`config.mk`:
```
export PLATFORM = sky130hd
export DESIGN_NAME = i2c_line_filter
export DESIGN_NICKNAME = d
export VERILOG_FILES = /design/src/rtl/i2c_line_filter.sv
export SDC_FILE = /design/constraint.sdc
export NUM_CORES = 1
export LEC_CHECK = 0
export CAP_MARGIN = 25
export CORE_ASPECT_RATIO = 0.75
export CORE_MARGIN = 3
export CORE_UTILIZATION = 30
export DETAILED_ROUTE_END_ITERATION = 6
export SETUP_SLACK_MARGIN = 0.2
export SYNTH_ARGS = -nofsm -noshare
export SYNTH_HDL_FRONTEND = slang
export SYNTH_SLANG_ARGS = --single-unit
```
`constraint.sdc`:
```
create_clock -name clk -period 1.7 [get_ports clk]
set_input_delay 0.34 -clock clk [delete_from_list [all_inputs] [get_ports clk]]
set_output_delay 0.34 -clock clk [all_outputs]
set_load 0.01 [all_outputs]
```
`src/rtl/i2c_line_filter.sv`:
```
// I2C pad conditioner: synchronises raw SCL/SDA, rejects short glitches, and reports
// filtered levels, edge pulses, START/STOP events and a bus-busy flag.
module i2c_line_filter #(
    parameter int SYNC_STAGES = 2,
    parameter int FILTER_LEN  = 3
) (
    input  logic clk,
    input  logic rst_n,
    input  logic scl_i,
    input  logic sda_i,
    output logic scl_o,
    output logic sda_o,
    output logic scl_rise,
    output logic scl_fall,
    output logic sda_rise,
    output logic sda_fall,
    output logic start_det,
    output logic stop_det,
    output logic bus_busy
);

    localparam int              CW      = $clog2(FILTER_LEN + 1);
    localparam logic [CW-1:0]   CNT_MAX = CW'(FILTER_LEN - 1);
    localparam int              SCL     = 0;
    localparam int              SDA     = 1;

    logic [SYNC_STAGES-1:0] r_sync [2];
    logic [CW-1:0]          r_cnt  [2];
    logic [1:0]             r_filt;
    logic [1:0]             r_rise;
    logic [1:0]             r_fall;
    logic                   r_start;
    logic                   r_stop;
    logic                   r_busy;

    logic [1:0]             w_raw;
    logic [1:0]             w_synced;
    logic [1:0]             w_commit;
    logic                   w_start;
    logic                   w_stop;

    assign w_raw = {sda_i, scl_i};

    // A line commits when the synced sample has disagreed for FILTER_LEN consecutive edges.
    for (genvar g = 0; g < 2; g++) begin : g_line
        assign w_synced[g] = r_sync[g][SYNC_STAGES-1];
        assign w_commit[g] = (w_synced[g] != r_filt[g]) && (r_cnt[g] == CNT_MAX);
    end

    // START/STOP are judged against the SCL level before this edge, and only when SCL is stable.
    assign w_start = w_commit[SDA] && !w_synced[SDA] && r_filt[SCL] && !w_commit[SCL];
    assign w_stop  = w_commit[SDA] &&  w_synced[SDA] && r_filt[SCL] && !w_commit[SCL];

    // NOTE: all state below uses non-blocking assignments so every flop samples pre-edge values.
    always_ff @(posedge clk) begin
        if (!rst_n) begin
            // NOTE: these small per-line arrays are plain flops, so resetting them is legal and cheap.
            for (int i = 0; i < 2; i++) begin
                r_sync[i] <= '1;
                r_cnt[i]  <= '0;
            end
            r_filt  <= 2'b11;
            r_rise  <= 2'b00;
            r_fall  <= 2'b00;
            r_start <= 1'b0;
            r_stop  <= 1'b0;
            r_busy  <= 1'b0;
        end else begin
            for (int i = 0; i < 2; i++) begin
                r_sync[i] <= {r_sync[i][SYNC_STAGES-2:0], w_raw[i]};
                if (w_synced[i] == r_filt[i]) begin
                    r_cnt[i] <= '0;
                end else if (w_commit[i]) begin
                    r_filt[i] <= w_synced[i];
                    r_cnt[i]  <= '0;
                end else begin
                    r_cnt[i] <= r_cnt[i] + 1'b1;
                end
                r_rise[i] <= w_commit[i] &&  w_synced[i];
                r_fall[i] <= w_commit[i] && !w_synced[i];
            end
            r_start <= w_start;
            r_stop  <= w_stop;
            if (w_start) begin
                r_busy <= 1'b1;
            end else if (w_stop) begin
                r_busy <= 1'b0;
            end
        end
    end

    assign scl_o     = r_filt[SCL];
    assign sda_o     = r_filt[SDA];
    assign scl_rise  = r_rise[SCL];
    assign scl_fall  = r_fall[SCL];
    assign sda_rise  = r_rise[SDA];
    assign sda_fall  = r_fall[SDA];
    assign start_det = r_start;
    assign stop_det  = r_stop;
    assign bus_busy  = r_busy;

endmodule
```
==> flow_summary.json <==
{
  "run_status": "complete, no violations",
  "cts_root_buf": "clkbuf_4",
  "peakVddDrop_v": 0.000524,
  "crit_fanout": 5,
  "grt_max_degree": 13,
  "tns_ns": 0,
  "viasPerCell": 4.41,
  "ys.flop_type": "dfxtp_1",
  "slowest_stage": "edfxtp_1",
  "rsz0062_at_grt": "no",
  "wirelength_um": 941,
  "grt_pass1_vias": 350,
  "grtUsageTotal_pct": 7.77,
  "wl_per_cell_um": 10.1,
  "worst_slack_ns": 0.309,
  "register_area_sq_um": 385,
  "diodes": 0,
  "die_h_um": 45.1,
  "power.leakage_nw": 0.407,
  "seq_power_share_pct": 63.3,
  "hold_class": "register to register",
  "num_rows": 13,
  "slew_violations": 0,
  "hpwl_um": 720,
  "core_region_area_sq_um": 1820,
  "first_iter_violations": 3,
  "vias": 410,
  "drive_gt1_share_pct": 12.7,
  "crit_chain": "inv_1 > ha_2 > and4b_4 > and3_4 > a311o_1",
  "first_pass_iters": 2,
  "clk_latency_ns": 0.29,
  "stdcell_count": 93,
  "cts_tree": "done",
  "worstSetupPathType": "register to register",
  "synthCells": 52,
  "yosys-top-cells-area": "dfxtp_1 (43%), edfxtp_1 (20%), nand2b_1 (5.1%), ha_1 (4.1%), xor2_1 (2.9%)",
  "synth_common_cells": "dfxtp_1 (13), nand2b_1 (5), edfxtp_1 (4), nand2_1 (4), nor2_1 (4)",
  "drv_cap": 0,
  "place_ws_ns": 0.148,
  "start_kind": "register",
  "die_area_sq_um": 2620,
  "die_x_um": 58.1,
  "avgSynthCellArea_sq_um": 11.7,
  "multiInputGateArea_sq_um": 228,
  "synth_area_leader_cell": "dfxtp_1",
  "drc_errors": 0,
  "clockPowerShare_pct": 30.1,
  "clock_sinks": 17,
  "yosysMostFrequentCell": "dfxtp_1",
  "switching_share_pct": 20.8,
  "period_minus_slack_ns": 1.39,
  "port_buffers": 12,
  "pwr_density_cell_nw_per_um2": 839,
  "syn_area_sq_um": 611,
  "critPathMaxStageDelay_ns": 0.35,
  "setup_violations": 0,
  "grt_overflow": 0,
  "area_delta_synth_final_pct": 33.2,
  "crit_path_end_kind": "register",
  "cts_setup_buffers": 0,
  "yosysSeqAreaShare_pct": 62.3,
  "max_freq_ghz": 0.719,
  "antenna_found_initial": 0,
  "netSwitchingPower_uw": 142,
  "synth-edff-count": 4,
  "crit_arrival_ns": 1.57,
  "place_inst": 89,
  "fillers": 193,
  "hold_violations": 0,
  "cts_buffer_depth": 2,
  "yosysUniqueCellTypes": 21,
  "fin_skew_ns": 0.00877,
  "p_int_uw": 541,
  "yosysWarnings": 0,
  "ant_nets": 0,
  "async_reset_ff_share_pct": 0,
  "numCtsBuffers": 3,
  "cts.clk_slew.worst_paths_ns": 0.09,
  "place_congestion": 0.659,
  "combPwrFrac_pct": 6.6,
  "grt_pass1_wl_um": 1460,
  "period_share_pct": 81.8,
  "synth_seq_cells": 17,
  "layout.nets": 78,
  "initial_core_util_pct": 33.5,
  "htree_levels": 1,
  "critPathTopFamily": "simple AND/OR/NAND/NOR gates",
  "cp_num_buf_inv": 1,
  "crit_required_ns": 1.88,
  "pin_count": 13,
  "synth_top_area_share_pct": 42.6
}
## worst reg2reg max path: stages, from the launching register on
cell      delay, ns
edfxtp_1       0.35
inv_1          0.05
ha_2           0.21
and4b_4        0.20
and3_4         0.17
a311o_1        0.30
## registers in the layout, indices dropped and copies added, names as in the netlist
name	count
r_filt	2
r_rise	2
r_sync	4
r_cnt	4
r_fall	2
start_det	1
bus_busy	1
stop_det	1
## cells in the final DEF, fill, tap and decap left out
master / instances
dfxtp_4: 1
nor3b_1: 2
mux2i_1: 1
clkdlybuf4s50_1: 3
xor2_1: 2
o21ai_0: 1
and3_4: 1
ha_2: 1
clkbuf_4: 3
nor2_1: 4
o211a_1: 1
nand3_1: 1
buf_4: 1
nor3_1: 1
dfxtp_2: 1
edfxtp_1: 4
ha_1: 1
nand2b_1: 5
inv_1: 3
dlymetal6s2s_1: 5
nand3b_1: 2
conb_1: 4
dlygate4sd2_1: 4
dfxtp_1: 11
nand2_1: 4
and4b_4: 1
and3_1: 1
a311o_1: 1
clkbuf_1: 1
## repair_timing
action	CTS	global route
setup endpoints to repair	5	6
resized for setup	7	6
hold buffers	0	0
## area by class of cell
type	count	share of cell area, %
Sequential cell	17	47.4
Tap cell	22	3.38
Multi-Input combinational cell	34	28.0
Inverter	3	1.38
Timing Repair Buffer	13	16.6
Clock buffer	4	3.23
## power by group through the flow
stage	combinational, mW	sequential [mW]	clock, mW
5_1_grt	0.0507	0.435	0.231
4_1_cts	0.0450	0.432	0.215
6_report	0.0449	0.432	0.206
3_5_place_dp	0.0471	0.443	0
2_1_floorplan	0.0247	0.443	0
3_3_place_gp	0.0463	0.442	0
## worst paths after layout
path / from / to / slack [ns] / depth (start not counted)
setup / recovery: r_cnt[1][0]$_SDFFCE_PN0P_ / bus_busy$_SDFFE_PN0P_ / 0.31 / 5
hold / removal: r_sync[0][2]$_SDFF_PN1_ / r_sync[0][3]$_SDFF_PN1_ / 0.41 / 1
setup reg to reg: r_cnt[1][0]$_SDFFCE_PN0P_ / bus_busy$_SDFFE_PN0P_ / 0.31 / 5
hold reg to reg: r_sync[0][2]$_SDFF_PN1_ / r_sync[0][3]$_SDFF_PN1_ / 0.41 / 1
## cells by family (layout without fill, tap and decap cells)
group	after synthesis	after routing	share of synthesized area [%]
XOR/XNOR	2	2	2.87
AO/OA/AOI/OAI	3	3	4.10
buffers and inverters	4	20	2.66
adder cells (fa/ha/maj)	2	2	4.10
other	1	4	0.614
flip-flops	17	17	62.3
multiplexers	1	1	1.64
AND/OR/NAND/NOR	22	22	21.7
## stage by stage
stage                     instance area (sq um)  utilization [%]  total power [mW]  hold WS (ns)
after floorplan                             622                -             0.468         0.386
after global placement                      772             42.4             0.489         0.389
after detailed placement                    772             42.4             0.490         0.394
after CTS                                   798             43.8             0.692         0.415
after global routing                        813             44.6             0.717         0.441
final                                       813             44.6             0.683         0.412
## layer usage
| metal | global-route usage [%] | up-vias | wire length (um) |
|---|---|---|---|
| met5 | 0 | - | 0 |
| met1 | 7.28 | 187 | 382 |
| met4 | 2.78 | 0 | 0 |
| met3 | 4.29 | 0 | 71 |
| li1 | - | 211 | - |
| met2 | 14.4 | 12 | 487 |
Power figures use the tool's default switching activity.
